--- config.mk ---
export PLATFORM = sky130hd
export DESIGN_NAME = gpio_config_loader_flat
export DESIGN_NICKNAME = d
export VERILOG_FILES = /design/src/rtl/gpio_config_loader_if.sv /design/src/rtl/gpio_config_loader.sv /design/src/flat_wrapper.sv
export SDC_FILE = /design/constraint.sdc
export NUM_CORES = 1
export LEC_CHECK = 0
export CAP_MARGIN = 5
export CORE_MARGIN = 4
export CORE_UTILIZATION = 49
export DETAILED_ROUTE_END_ITERATION = 12
export HOLD_SLACK_MARGIN = 0.1
export PLACE_DENSITY = 0.78
export SLEW_MARGIN = 20
export SYNTH_ARGS = -nofsm -noshare
export SYNTH_HDL_FRONTEND = slang
export SYNTH_SLANG_ARGS = --single-unit
export TNS_END_PERCENT = 30
--- constraint.sdc ---
create_clock -name serial_clock -period 3.49 [get_ports serial_clock]
set_input_delay 0.349 -clock serial_clock [delete_from_list [all_inputs] [get_ports serial_clock]]
set_output_delay 0.349 -clock serial_clock [all_outputs]
set_load 0.05 [all_outputs]
--- src/rtl/gpio_config_loader_if.sv ---
// Serial configuration chain and status signals for one GPIO pad loader.
interface gpio_config_loader_if #(
  parameter int unsigned WIDTH = 10
);
  logic             serial_data_in;
  logic             serial_enable;
  logic             serial_load;
  logic             reload;
  logic             serial_data_out;
  logic [WIDTH-1:0] gpio_config;
  logic             cfg_valid;
  logic             load_done;
  logic             busy;
  logic             short_frame;

  modport master (
    output serial_data_in, serial_enable, serial_load, reload,
    input  serial_data_out, gpio_config, cfg_valid, load_done, busy, short_frame
  );

  modport slave (
    input  serial_data_in, serial_enable, serial_load, reload,
    output serial_data_out, gpio_config, cfg_valid, load_done, busy, short_frame
  );
endinterface

--- src/rtl/gpio_config_loader.sv ---
// Per-pad GPIO configuration loader: shifts a config word through a serial
// chain, commits it on serial_load, and falls back to tie-cell defaults on
// reset or reload.
module gpio_config_loader #(
  parameter int unsigned WIDTH = 10
) (
  input  logic                   serial_clock,
  input  logic                   resetn,
  input  logic [WIDTH-1:0]       gpio_defaults,
  gpio_config_loader_if.slave    bus
);

  localparam int unsigned CW = $clog2(WIDTH + 1);
  localparam logic [CW-1:0] CNT_MAX = CW'(WIDTH);

  localparam logic [1:0] INIT  = 2'd0;
  localparam logic [1:0] IDLE  = 2'd1;
  localparam logic [1:0] SHIFT = 2'd2;
  localparam logic [1:0] FULL  = 2'd3;

  logic [1:0]       state_q,  state_d;
  logic [WIDTH-1:0] shift_q,  shift_d;
  logic [CW-1:0]    cnt_q,    cnt_d;
  logic [WIDTH-1:0] config_q, config_d;
  logic             valid_q,  valid_d;
  logic             done_q,   done_d;
  logic             short_q,  short_d;

  // Next-state logic: INIT applies defaults, reload beats load, load commits the pre-shift word.
  always_comb begin
    state_d  = state_q;
    shift_d  = shift_q;
    cnt_d    = cnt_q;
    config_d = config_q;
    valid_d  = valid_q;
    done_d   = 1'b0;
    short_d  = short_q;

    if (state_q == INIT) begin
      config_d = gpio_defaults;
      shift_d  = gpio_defaults;
      cnt_d    = '0;
      valid_d  = 1'b1;
      state_d  = IDLE;
    end else if (bus.reload) begin
      config_d = gpio_defaults;
      shift_d  = gpio_defaults;
      cnt_d    = '0;
      short_d  = 1'b0;
      done_d   = 1'b1;
      state_d  = IDLE;
    end else begin
      if (bus.serial_enable) begin
        shift_d = {shift_q[WIDTH-2:0], bus.serial_data_in};
        if (cnt_q != CNT_MAX) begin
          cnt_d = cnt_q + CW'(1);
        end
      end
      // The shift above still happens; the commit takes the word as it stood before this edge.
      if (bus.serial_load) begin
        config_d = shift_q;
        cnt_d    = '0;
        short_d  = (cnt_q != CNT_MAX);
        done_d   = 1'b1;
        state_d  = IDLE;
      end else if (bus.serial_enable) begin
        state_d = (cnt_d == CNT_MAX) ? FULL : SHIFT;
      end
    end
  end

  // State registers, cleared asynchronously while resetn is low.
  always_ff @(posedge serial_clock or negedge resetn) begin
    if (!resetn) begin
      state_q  <= INIT;
      shift_q  <= '0;
      cnt_q    <= '0;
      config_q <= '0;
      valid_q  <= 1'b0;
      done_q   <= 1'b0;
      short_q  <= 1'b0;
    end else begin
      state_q  <= state_d;
      shift_q  <= shift_d;
      cnt_q    <= cnt_d;
      config_q <= config_d;
      valid_q  <= valid_d;
      done_q   <= done_d;
      short_q  <= short_d;
    end
  end

  assign bus.serial_data_out = shift_q[WIDTH-1];
  assign bus.gpio_config     = config_q;
  assign bus.cfg_valid       = valid_q;
  assign bus.load_done       = done_q;
  assign bus.busy            = (state_q == SHIFT) || (state_q == FULL);
  assign bus.short_frame     = short_q;

endmodule

--- src/flat_wrapper.sv ---
// flat-port wrapper written by rule: the top's interface ports become plain ports
module gpio_config_loader_flat 
#(
  parameter int unsigned WIDTH = 10
)
  (serial_clock, resetn, gpio_defaults, bus_serial_data_in, bus_serial_enable, bus_serial_load, bus_reload, bus_serial_data_out, bus_gpio_config, bus_cfg_valid, bus_load_done, bus_busy, bus_short_frame);
  gpio_config_loader_if #(.WIDTH(WIDTH)) bus_i ();
  input  logic serial_clock;
  input  logic resetn;
  input  logic [WIDTH-1:0] gpio_defaults;
  input wire logic [$bits(bus_i.serial_data_in)-1:0] bus_serial_data_in;
  input wire logic [$bits(bus_i.serial_enable)-1:0] bus_serial_enable;
  input wire logic [$bits(bus_i.serial_load)-1:0] bus_serial_load;
  input wire logic [$bits(bus_i.reload)-1:0] bus_reload;
  output wire logic [$bits(bus_i.serial_data_out)-1:0] bus_serial_data_out;
  output wire logic [$bits(bus_i.gpio_config)-1:0] bus_gpio_config;
  output wire logic [$bits(bus_i.cfg_valid)-1:0] bus_cfg_valid;
  output wire logic [$bits(bus_i.load_done)-1:0] bus_load_done;
  output wire logic [$bits(bus_i.busy)-1:0] bus_busy;
  output wire logic [$bits(bus_i.short_frame)-1:0] bus_short_frame;
  assign bus_i.serial_data_in = bus_serial_data_in;
  assign bus_i.serial_enable = bus_serial_enable;
  assign bus_i.serial_load = bus_serial_load;
  assign bus_i.reload = bus_reload;
  assign bus_serial_data_out = bus_i.serial_data_out;
  assign bus_gpio_config = bus_i.gpio_config;
  assign bus_cfg_valid = bus_i.cfg_valid;
  assign bus_load_done = bus_i.load_done;
  assign bus_busy = bus_i.busy;
  assign bus_short_frame = bus_i.short_frame;
  gpio_config_loader #(.WIDTH(WIDTH)) u_core (.serial_clock(serial_clock), .resetn(resetn), .gpio_defaults(gpio_defaults), .bus(bus_i));
endmodule
Word-level counts from Yosys, hierarchy flattened
Cells that the tools add are included.
{"block": "word_totals", "reg_bits": 29, "latch_bits": 0, "ramBits": 0, "romBits": 0, "inputBits": 16, "out_inout_bits": 15, "wordCells": 43, "memories": 0}
{"block": "classes", "add_sub_neg": 1, "mul": 0, "n_div": 0, "magnitude_cmp": 0, "eq_ne": 4, "n_shift": 0, "n_mux": 23, "bitwise_logic": 1, "reduce_logical": 7}
{"op": "two-way mux 10 bit", "n": 6}
{"op": "two-way mux 4 bit", "n": 7}
{"op": "two-way mux 2 bit", "n": 4}
{"op": "two-way mux 1 bit", "n": 6}
{"op": "nonzero test 3 bit", "n": 2}
{"op": "adder 4 x 1 -> 4 bit (second input constant)", "n": 1}
{"op": "equality test 2 bit (second input constant)", "n": 2}
{"op": "equality test 4 bit (second input constant)", "n": 1}
{"op": "!= test 4 bit (second input constant)", "n": 1}
{"op": "nonzero test 4 bit", "n": 1}
{"op": "logical NOT 2 bit", "n": 1}
{"op": "AND reduction 2 bit", "n": 1}
{"op": "nonzero test 2 bit", "n": 1}
{"op": "logical OR 1 bit", "n": 1}
{"op": "NOT 1 bit", "n": 1}

Depth between registers and ports, before layout
Gate-level depths: netlist of run 1.
{"block": "depth", "depth_word": 11, "depth_mapped": 5, "mapped_depth_nobuf": 5}

Worst setup path after synthesis of run 1
Ideal clock, no wire load.
{"block": "synth_path", "path_type": "flip-flop to flip-flop", "startpoint": "register u_core.cnt_q[0]", "endpoint": "register u_core.state_q[0]", "setup_ps": 92, "arrival_ps": 1262, "t_required_ps": 3398, "slack_ps": 2136, "path_stages_with_launch": 6, "path_buffers": 0, "synth_period_minus_slack_ps": 1354, "path_cell_list": "dfrtp_1 -> inv_1 -> ha_1 -> nand2b_4 -> a211o_1 -> o31ai_2"}
{"block": "synth_between", "elab_chain_len": 11, "elab_cells_between_ends": 12, "cone_classes": "add/sub: 1; eq/ne: 2; mux: 9"}
{"element": "from (decl)", "line_no": "gpio_config_loader.sv:23", "text": "logic [CW-1:0] cnt_q, cnt_d;"}
{"element": "from (signal assigned)", "line_no": "gpio_config_loader.sv:85", "text": "cnt_q <= cnt_d;"}
{"element": "adder 4 x 1 -> 4 bit / != test 4 bit (equally long branches)", "line_no": "gpio_config_loader.sv:56, gpio_config_loader.sv:55"}
{"element": "two-way mux 4 bit", "line_no": "gpio_config_loader.sv:55", "text": "if (cnt_q != CNT_MAX) begin"}
{"element": "two-way mux 4 bit *", "line_no": "gpio_config_loader.sv:53", "text": "if (bus.serial_enable) begin"}
{"element": "two-way mux 4 bit *", "line_no": "gpio_config_loader.sv:45", "text": "end else if (bus.reload) begin"}
{"element": "two-way mux 4 bit *", "line_no": "gpio_config_loader.sv:39", "text": "if (state_q == INIT) begin"}
{"element": "equality test 4 bit *", "line_no": "gpio_config_loader.sv:67", "text": "state_d = (cnt_d == CNT_MAX) ? FULL : SHIFT;"}
{"element": "two-way mux 1 bit *", "line_no": "gpio_config_loader.sv:67"}
{"element": "two-way mux 2 bit *", "line_no": "gpio_config_loader.sv:66", "text": "end else if (bus.serial_enable) begin"}
{"element": "two-way mux 2 bit *", "line_no": "gpio_config_loader.sv:60", "text": "if (bus.serial_load) begin"}
{"element": "two-way mux 2 bit *", "line_no": "gpio_config_loader.sv:45"}
{"element": "two-way mux 2 bit *", "line_no": "gpio_config_loader.sv:39"}
{"element": "to (signal assigned)", "line_no": "gpio_config_loader.sv:83", "text": "state_q <= state_d;"}
{"element": "to (decl)", "line_no": "gpio_config_loader.sv:21", "text": "logic [1:0] state_q, state_d;"}
Every way passes the cells marked *; elsewhere a longest branch is shown, timed or not. The select of a mux whose other input is x is not followed.
A chain may end at the register's enable or synchronous reset.

Worst setup path after layout of run 1
{"block": "layout_path", "startpoint": "input port bus_serial_enable", "endpoint": "register u_core.state_q[0]"}
{"block": "layout_between", "elab_chain_len": 9, "elab_cells_between_ends": 10, "cone_classes": "eq/ne: 1; mux: 8; reduce/logical: 1"}
{"element": "from (decl)", "line_no": "flat_wrapper.sv:12", "text": "input wire logic [$bits(bus_i.serial_enable)-1:0] bus_serial_enable;"}
{"element": "two-way mux 4 bit", "line_no": "gpio_config_loader.sv:53"}
{"element": "two-way mux 4 bit", "line_no": "gpio_config_loader.sv:45"}
{"element": "two-way mux 4 bit", "line_no": "gpio_config_loader.sv:39"}
{"element": "equality test 4 bit", "line_no": "gpio_config_loader.sv:67"}
{"element": "two-way mux 1 bit", "line_no": "gpio_config_loader.sv:67"}
{"element": "two-way mux 2 bit", "line_no": "gpio_config_loader.sv:66"}
{"element": "two-way mux 2 bit", "line_no": "gpio_config_loader.sv:60"}
{"element": "two-way mux 2 bit", "line_no": "gpio_config_loader.sv:45"}
{"element": "two-way mux 2 bit", "line_no": "gpio_config_loader.sv:39"}
Parallel ways exist; a longest one is shown, timed or not. The select of a mux whose other input is x is not followed.

==> flow_metrics.env, run 1 <==
export IMPL_grt_pass1_vias=1065
export IMPL_path_cells="clkdlybuf4s50_1, inv_1, a2111oi_2, o31ai_2"
export IMPL_dr_pass1_iters=4
export IMPL_core_sq_um=2570
export IMPL_hold_buffers=0
export IMPL_maxCapViolCount=0
export IMPL_syn_to_final_growth_pct=27.7
export IMPL_slew_limit_headroom=0.386
export IMPL_fmax_ghz=0.519
export IMPL_rsz0062_at_grt="no"
export IMPL_cts_made_buffers=5
export IMPL_dr_total_vias=998
export IMPL_crit_arrival_ns=2.13
export IMPL_final_util=0.681
export IMPL_intPower_w=0.000614
export IMPL_p_sw_frac=0.298
export IMPL_via_per_inst=5.37
export IMPL_p_sw_w=0.000260
export IMPL_synthDistinctLibCells=28
export IMPL_drt_total_wl_um=2780
export IMPL_fp_dieH_um=60.9
export IMPL_cts_resized_gates=0
export IMPL_drt_iter0_drc=23
export IMPL_tightest_slew_ns=0.918
export IMPL_synth_fp_nets=142
export IMPL_dieArea_sq_um=3700
export IMPL_drive_above_1_share=0.0897
export IMPL_die_w_um=60.9
export IMPL_crit_path_end_kind="flip-flop"
export IMPL_cp_slowest_stage_delay_ns=1.07
export IMPL_combinationalPowerShare=0.224
export IMPL_synthCells=124
export IMPL_yosysSeqAreaShare=0.530
export IMPL_start_util=0.533
export IMPL_num_nets_final=173
export IMPL_maxSlewViolCount=0
export IMPL_finClkSkew_ns=0.00456
export IMPL_grt_pass1_wl_um=4700
export IMPL_hold_path_class="in2async"
export IMPL_grt_max_degree=32
export IMPL_insertedDiodeCount=0
export IMPL_setup_ws_ns=1.56
export IMPL_stdcell_count=186
export IMPL_ys_ff_latch=29
export IMPL_post_cts_setup_buffers=0
export IMPL_cts_sinks=29
export IMPL_dp_final_hpwl_um=1970
export IMPL_track_usage=0.179
export IMPL_drcViolationCount=0
export IMPL_worst_skew_pair_late_latency_ns=0.33
export IMPL_tns_ns=0
export IMPL_ant_nets=0
export IMPL_critPathLaunchType="input port"
export IMPL_grt_remaining_overflow=0
export IMPL_p_clk_frac=0.332
export IMPL_gp_congestion=0.751
export IMPL_timing_final_crit_period_ns=1.93
export IMPL_h_tree_depth=2
export IMPL_power_leakage_nw=0.770
export IMPL_antenna_found_initial=0
export IMPL_status="finished, final reports clean"
export IMPL_crit_slowest_cell="clkdlybuf4s50_1"
export IMPL_cts_tree="done"
export IMPL_setup_viol=0
export IMPL_dp_cells=178
export IMPL_syn_cell_area_sq_um=1370
export IMPL_worstSetupPathType="in2reg"
export IMPL_post_route_period_util=0.552
export IMPL_crit_fanout=18
export IMPL_synth_area_per_cell_sq_um=11.0
export IMPL_wl_per_cell_um=15.0
export IMPL_power_frac_seq=0.443
export IMPL_portBuffers=30
export IMPL_clk_path_buf_depth=2
export IMPL_io_pins=31
export IMPL_path_clk_slew_ns=0.09
export IMPL_power_per_cell_area_nw_per_um2=500
export IMPL_pre_cts_ws_ns=1.26
export IMPL_vdd_drop_max_mv=0.382
export IMPL_final_hold_viol_count=0
export IMPL_critPathRequiredTime_ns=3.69
export IMPL_core_rowCount=18
export IMPL_cts_root_buf="clkbuf_4"
export IMPL_synth_warnings=0
-- path summary, 6_finish.rpt --
path | start | endpoint | slack, ns | cells after the start
min reg2reg | u_core.bus.cfg_valid | u_core.bus.cfg_valid | 0.49 | 1
max in group asynchronous | resetn | u_core.cnt_q[2] | 2.84 | 2
min | resetn | u_core.cnt_q[0] | 0.39 | 2
max reg2reg | u_core.cnt_q[0] | u_core.state_q[0] | 1.95 | 5
max | bus_serial_enable | u_core.state_q[0] | 1.56 | 4
min in group serial_clock | u_core.bus.cfg_valid | u_core.bus.cfg_valid | 0.49 | 1
-- registers in the layout (all words and copies together), names as in the netlist --
signal and flops:
u_core.bus.gpio_config 10, u_core.bus.short_frame 1, u_core.bus.load_done 1, u_core.state_q 2
u_core.shift_q 10, u_core.cnt_q 4, u_core.bus.cfg_valid 1
-- routing by layer --
| metal | global-route usage | up-vias | part of all wire |
|---|---|---|---|
| met1 | 0.198 | 466 | 0.43 |
| met5 | 0 | - | 0 |
| met4 | 0.118 | 0 | 0.023 |
| li1 | - | 499 | - |
| met2 | 0.292 | 27 | 0.49 |
| met3 | 0.0617 | 6 | 0.057 |
-- worst max-delay path: cells and delay by family --
family	cells	cell delay, ns
AOI/OAI and AO/OA	2	0.52
buffers and inverters	2	1.26
-- cell usage after synthesis, drive strengths merged --
master    n  share of area
dfrtp    29           0.53
a21oi    23          0.084
mux2i    20           0.15
nor2     16          0.044
buf       6          0.035
nand2     5          0.014
inv       3         0.0082
nand2b    3          0.019
ha        2          0.018
o21ai     2         0.0073
a2111oi   1          0.011
a211o     1         0.0064
a2bb2oi   1         0.0064
and2b     1         0.0055
and3b     1         0.0064
clkbuf    1         0.0027
nand3     1         0.0037
nand4     1         0.0046
nand4b    1         0.0064
nor2b     1         0.0046
o211ai    1         0.0091
o21ba     1         0.0073
o31ai     1         0.0091
or2       1         0.0046
xor2      1         0.0064
-- kinds of logic after synthesis --
logic type | Yosys count | share of synthesized area
buf+inv | 10 | 0.0457
simple gates | 31 | 0.112
fa+ha+maj | 2 | 0.0183
compound gates | 31 | 0.141
flops | 29 | 0.530
xor+xnor | 1 | 0.00640
mux | 20 | 0.146
-- power by group through the flow --
stage               clock [W]  combinational, W  sequential [W]
floorplan                   0         0.0000684        0.000450
detailed placement          0          0.000197        0.000395
finish               0.000291          0.000196        0.000388
global placement            0          0.000194        0.000393
global route         0.000311          0.000212        0.000392
CTS                  0.000297          0.000198        0.000388
-- final cells by class --
class / count / area [sq um]
inverter: 3 / 11.3
clock buffer: 7 / 55.1
tap: 30 / 37.5
fill: 208 / 820
multi-input combinational: 85 / 581
clock inverter: 1 / 30.0
sequential: 29 / 726
timing repair buffer: 31 / 308
-- layout by cell type (no fill, tap or decap) --
master           synthesis  layout
o31ai_2                  1       1
nand4_1                  1       1
or2_2                    1       1
nand2b_1                 2       2
clkbuf_1                 1       1
nand3_1                  1       1
nor2_1                  16      16
buf_4                    2       1
o21ai_0                  2       2
o211ai_2                 1       1
ha_1                     2       2
xor2_1                   1       1
dfrtp_1                 29      29
nand4b_1                 1       1
nand2b_4                 1       1
o21ba_2                  1       1
clkbuf_8                 0       1
a21oi_1                 23      23
mux2i_1                 20      20
clkdlybuf4s50_1          0      30
a211o_1                  1       1
nor2b_1                  1       1
clkbuf_4                 0       5
nand2_1                  5       5
a2bb2oi_1                1       1
and3b_1                  1       1
a2111oi_2                1       1
inv_1                    3       3
bufinv_16                0       1
and2b_1                  1       1
-- stage by stage --
step           hold slack [ns]  instance area, sq um  power (W)
6_report                 0.391                  1750   0.000874
5_1_grt                  0.412                  1750   0.000914
4_1_cts                  0.397                  1750   0.000884
3_5_place_dp             0.473                  1660   0.000592
3_3_place_gp             0.453                  1660   0.000587
2_1_floorplan           0.0534                  1370   0.000519
Note: power is estimated with default switching activity, not from simulation.
==> inputs of run 2 (changes only) <==
Clock period 3.49 ns to 1.85 ns, I/O delays scaled along.
==> run 2 against run 1 <==
  * Flip-flop and latch count did not move
  * Via count rose by 3.4%
  * Highest routed layer unchanged
  * Critical path type is now reg2out
  * First-iteration DRC count rose by 48%
==> flow_metrics.env, run 2 (synthesis results as in run 1) <==
export IMPL_power_leakage_nw=0.780
export IMPL_fp_dieH_um=60.9
export IMPL_stdcell_area_sq_um=1760
export IMPL_fillers=207
export IMPL_crit_slowest_cell="clkdlybuf4s50_1"
export IMPL_fmax_ghz=0.576
export IMPL_dp_cells=183
export IMPL_grt_pass1_vias=1025
export IMPL_num_nets_final=178
export IMPL_power_per_cell_area_nw_per_um2=852
export IMPL_cts_sinks=29
export IMPL_gp_congestion=0.819
export IMPL_die_w_um=60.9
export IMPL_wl_per_cell_um=14.4
export IMPL_crit_buf_inv=1
export IMPL_core_rowCount=18
export IMPL_cp_depth=1
export IMPL_drcViolationCount=0
export IMPL_pre_cts_ws_ns=0.229
export IMPL_portBuffers=30
export IMPL_critPathLaunchType="flip-flop"
export IMPL_grt_remaining_overflow=0
export IMPL_setup_ws_ns=0.112
export IMPL_rrSetupSlack_ns=0.37
export IMPL_hold_buffers=0
export IMPL_grt_max_degree=30
export IMPL_post_cts_setup_buffers=0
export IMPL_crit_path_end_kind="output port"
export IMPL_track_usage=0.169
export IMPL_critPathRequiredTime_ns=1.66
export IMPL_crit_fanout=5
export IMPL_finClkSkew_ns=0.00214
export IMPL_via_per_inst=5.43
export IMPL_vdd_drop_max_mv=0.678
export IMPL_final_cell_mix="30 x clkdlybuf4s50_1, 29 x dfrtp_1, 23 x a21oi_1, 20 x mux2i_1, 16 x nor2_1"
export IMPL_place_area_sq_um=1700
export IMPL_cts_tree="done"
export IMPL_setup_viol=0
export IMPL_syn_to_final_growth_pct=28.2
export IMPL_insertedDiodeCount=0
export IMPL_grt_pass1_wl_um=4470
export IMPL_post_route_period_util=0.939
export IMPL_ant_nets=0
export IMPL_reg2regPathDepth=5
export IMPL_final_hold_viol_count=0
export IMPL_cp_slowest_stage_delay_ns=0.82
export IMPL_clk_path_buf_depth=2
export IMPL_timing_final_crit_period_ns=1.74
export IMPL_stdcell_count=190
export IMPL_rsz0062_at_grt="no"
export IMPL_dieArea_sq_um=3700
export IMPL_antenna_found_initial=0
export IMPL_cts_made_buffers=5
export IMPL_core_sq_um=2570
export IMPL_drt_total_wl_um=2730
export IMPL_dr_pass1_iters=4
export IMPL_path_clk_slew_ns=0.08
export IMPL_io_pins=31
export IMPL_maxSlewViolCount=0
export IMPL_mostFrequentLayoutCell="clkdlybuf4s50_1"
export IMPL_timing_rr_end="u_core.state_q[0]"
export IMPL_path_cells="clkdlybuf4s50_1"
export IMPL_critPathTopFamily="buffers and inverters"
export IMPL_cts_resized_gates=0
export IMPL_multiInputGateArea_sq_um=581
export IMPL_status="finished, final reports clean"
export IMPL_worstSetupPathType="reg2out"
export IMPL_h_tree_depth=2
export IMPL_hold_path_class="in2async"
export IMPL_tightest_slew_ns=0.503
export IMPL_drt_iter0_drc=34
export IMPL_hold_worst_slack_ns=0.245
export IMPL_worst_skew_pair_late_latency_ns=0.32
export IMPL_slew_limit_headroom=0.664
export IMPL_dr_total_vias=1032
export IMPL_crit_arrival_ns=1.55
export IMPL_tns_ns=0
export IMPL_drive_above_1_share=0.113
export IMPL_start_util=0.533
export IMPL_maxCapViolCount=0
export IMPL_cts_root_buf="clkbuf_4"
export IMPL_r2r_start="u_core.cnt_q[0]"
export IMPL_regArea_sq_um=726
export IMPL_dp_final_hpwl_um=1990
run 2: cell types whose count changed in the layout (fill, tap and decap cells not counted), sizes merged:
cell	previous run	this run
bufinv	1	0
buf	1	6
run 2: per-layer routing:
metal,GRT usage,vias up,routed length [um]
met1,0.205,488,1240
met3,0.0723,3,168
met5,0,-,0
met4,0.0650,0,36
met2,0.269,35,1280
li1,-,506,-
run 2: cell type report:
cell class                      count  area share
Clock buffer                        7      0.0314
Inverter                            3     0.00641
Multi-Input combinational cell     85       0.331
Sequential cell                    29       0.413
Tap cell                           30      0.0214
Timing Repair Buffer               36       0.197
run 2: per-stage QoR:
step	util	power (W)
2_1_floorplan	-	0.000979
3_5_place_dp	0.662	0.00112
4_1_cts	0.684	0.00152
5_1_grt	0.684	0.00159
3_3_place_gp	0.662	0.00112
6_report	0.684	0.00149
run 2: worst max-delay path by stage:
stage                                 start                end  slack (ns)
after floorplan             u_core.cnt_q[0]  u_core.state_q[0]        0.50
after global placement    bus_serial_enable  u_core.shift_q[7]        0.30
after detailed placement  bus_serial_enable  u_core.shift_q[6]        0.23
after CTS                 u_core.state_q[1]           bus_busy        0.08
after global routing      u_core.state_q[1]           bus_busy       0.006
final                     u_core.state_q[1]           bus_busy        0.11
run 2: power by group:
part / total, W / switching, W / internal, W
clock network: 0.000386 / 0.000207 / 0.000179
registers: 0.000733 / 0.0000422 / 0.000691
logic: 0.000376 / 0.000224 / 0.000152
==> inputs of run 3 (changes only) <==
Settings changed: CAP_MARGIN 5 to 10, RECOVER_POWER set to 25.
==> run 3 against run 2 <==
  * First-iteration DRC count is the same
  * Critical path depth did not move
  * Die area unchanged
  * Via count stayed put
  * Critical path type unchanged
  * Largest cell class unchanged
  * Highest routed layer unchanged
==> flow_metrics.env, run 3 (synthesis results as in run 1) <==
export IMPL_post_cts_setup_buffers=0
export IMPL_critPathRequiredTime_ns=1.66
export IMPL_core_rowCount=18
export IMPL_vdd_drop_max_mv=0.678
export IMPL_portBuffers=30
export IMPL_drcViolationCount=0
export IMPL_hold_buffers=0
export IMPL_via_per_inst=5.43
export IMPL_pre_cts_ws_ns=0.229
export IMPL_crit_buf_inv=1
export IMPL_path_cells="clkdlybuf4s50_1"
export IMPL_ant_nets=0
export IMPL_dieArea_sq_um=3700
export IMPL_die_w_um=60.9
export IMPL_wl_per_cell_um=14.4
export IMPL_hold_worst_slack_ns=0.444
export IMPL_maxSlewViolCount=0
export IMPL_path_clk_slew_ns=0.08
export IMPL_worstSetupPathType="reg2out"
export IMPL_cp_startpoint="u_core.state_q[1]"
export IMPL_setup_viol=0
export IMPL_hold_path_class="in2async"
export IMPL_crit_path_end_kind="output port"
export IMPL_final_cell_mix="29 x clkdlybuf4s50_1, 29 x dfrtp_1, 23 x a21oi_1, 20 x mux2i_1, 16 x nor2_1"
export IMPL_final_hold_viol_count=0
export IMPL_drt_iter0_drc=34
export IMPL_dr_pass1_iters=4
export IMPL_finClkSkew_ns=0.00214
export IMPL_grt_pass1_wl_um=4470
export IMPL_grt_remaining_overflow=0
export IMPL_crit_fanout=5
export IMPL_cts_tree="done"
export IMPL_drt_total_wl_um=2730
export IMPL_gp_congestion=0.819
export IMPL_dp_final_hpwl_um=1990
export IMPL_fmax_ghz=0.576
export IMPL_track_usage=0.169
export IMPL_drive_above_1_share=0.113
export IMPL_start_util=0.533
export IMPL_timing_final_crit_period_ns=1.74
export IMPL_io_pins=31
export IMPL_post_route_period_util=0.939
export IMPL_cts_made_buffers=5
export IMPL_grt_pass1_vias=1025
export IMPL_fp_dieH_um=60.9
export IMPL_core_sq_um=2570
export IMPL_stdcell_count=190
export IMPL_maxCapViolCount=0
export IMPL_dr_total_vias=1032
export IMPL_crit_arrival_ns=1.55
export IMPL_rsz0062_at_grt="no"
export IMPL_critPathLaunchType="flip-flop"
export IMPL_setup_ws_ns=0.112
export IMPL_tns_ns=0
export IMPL_cp_slowest_stage_delay_ns=0.82
export IMPL_num_nets_final=178
export IMPL_insertedDiodeCount=0
export IMPL_crit_slowest_cell="clkdlybuf4s50_1"
export IMPL_syn_to_final_growth_pct=28.1
export IMPL_antenna_found_initial=0
export IMPL_cts_resized_gates=0
export IMPL_clk_path_buf_depth=2
export IMPL_grt_max_degree=30
export IMPL_tightest_slew_ns=0.728
export IMPL_worst_skew_pair_late_latency_ns=0.32
export IMPL_power_leakage_nw=0.779
export IMPL_dp_cells=183
export IMPL_r2r_start="u_core.cnt_q[0]"
export IMPL_power_per_cell_area_nw_per_um2=852
export IMPL_power_w=0.00149
export IMPL_status="finished, final reports clean"
export IMPL_cts_root_buf="clkbuf_4"
export IMPL_h_tree_depth=2
export IMPL_critPathTopFamily="buffers and inverters"
export IMPL_slew_limit_headroom=0.515
export IMPL_cts_sinks=29
run 3: changes by cell type in the layout (fill, tap and decap cells not counted):
cell             delta
clkdlybuf4s50_1     -1
buf_4               -1
clkbuf_2            +1
dlygate4sd3_1       +1
run 3: worst paths after layout:
| check | endpoint | slack [ns] | depth (start not counted) |
|---|---|---|---|
| min | u_core.bus.short_frame | 0.44 | 2 |
| min reg2reg | u_core.bus.cfg_valid | 0.47 | 1 |
| max reg2reg | u_core.state_q[0] | 0.37 | 5 |
| min in group serial_clock | u_core.bus.cfg_valid | 0.47 | 1 |
| max | bus_busy | 0.11 | 1 |
| max in group asynchronous | u_core.shift_q[7] | 0.95 | 2 |
run 3: per-stage QoR:
step | utilization | cell area [sq um]
after CTS | 0.684 | 1760
after floorplan | - | 1370
final | 0.683 | 1750
after global placement | 0.662 | 1700
after detailed placement | 0.662 | 1700
after global routing | 0.683 | 1750
run 3: power by group:
group | total [W] | internal [W] | switching, W
combinational | 0.000375 | 0.000150 | 0.000224
clock | 0.000386 | 0.000179 | 0.000207
sequential | 0.000733 | 0.000691 | 0.0000422
total | 0.00149 | 0.00102 | 0.000473
run 3: cell type report:
type	instances	area (sq um)
fill	208	815
sequential	29	726
multi-input combinational	85	581
timing repair buffer	36	343
clock buffer	7	55.1
tap	30	37.5
inverter	3	11.3
run 3: metal layers:
layer / GRT usage / part of all wire / up-vias
li1: - / - / 506
met1: 0.205 / 0.46 / 488
met2: 0.269 / 0.47 / 35
met3: 0.0723 / 0.061 / 3
met4: 0.0650 / 0.013 / 0
met5: 0 / 0 / -
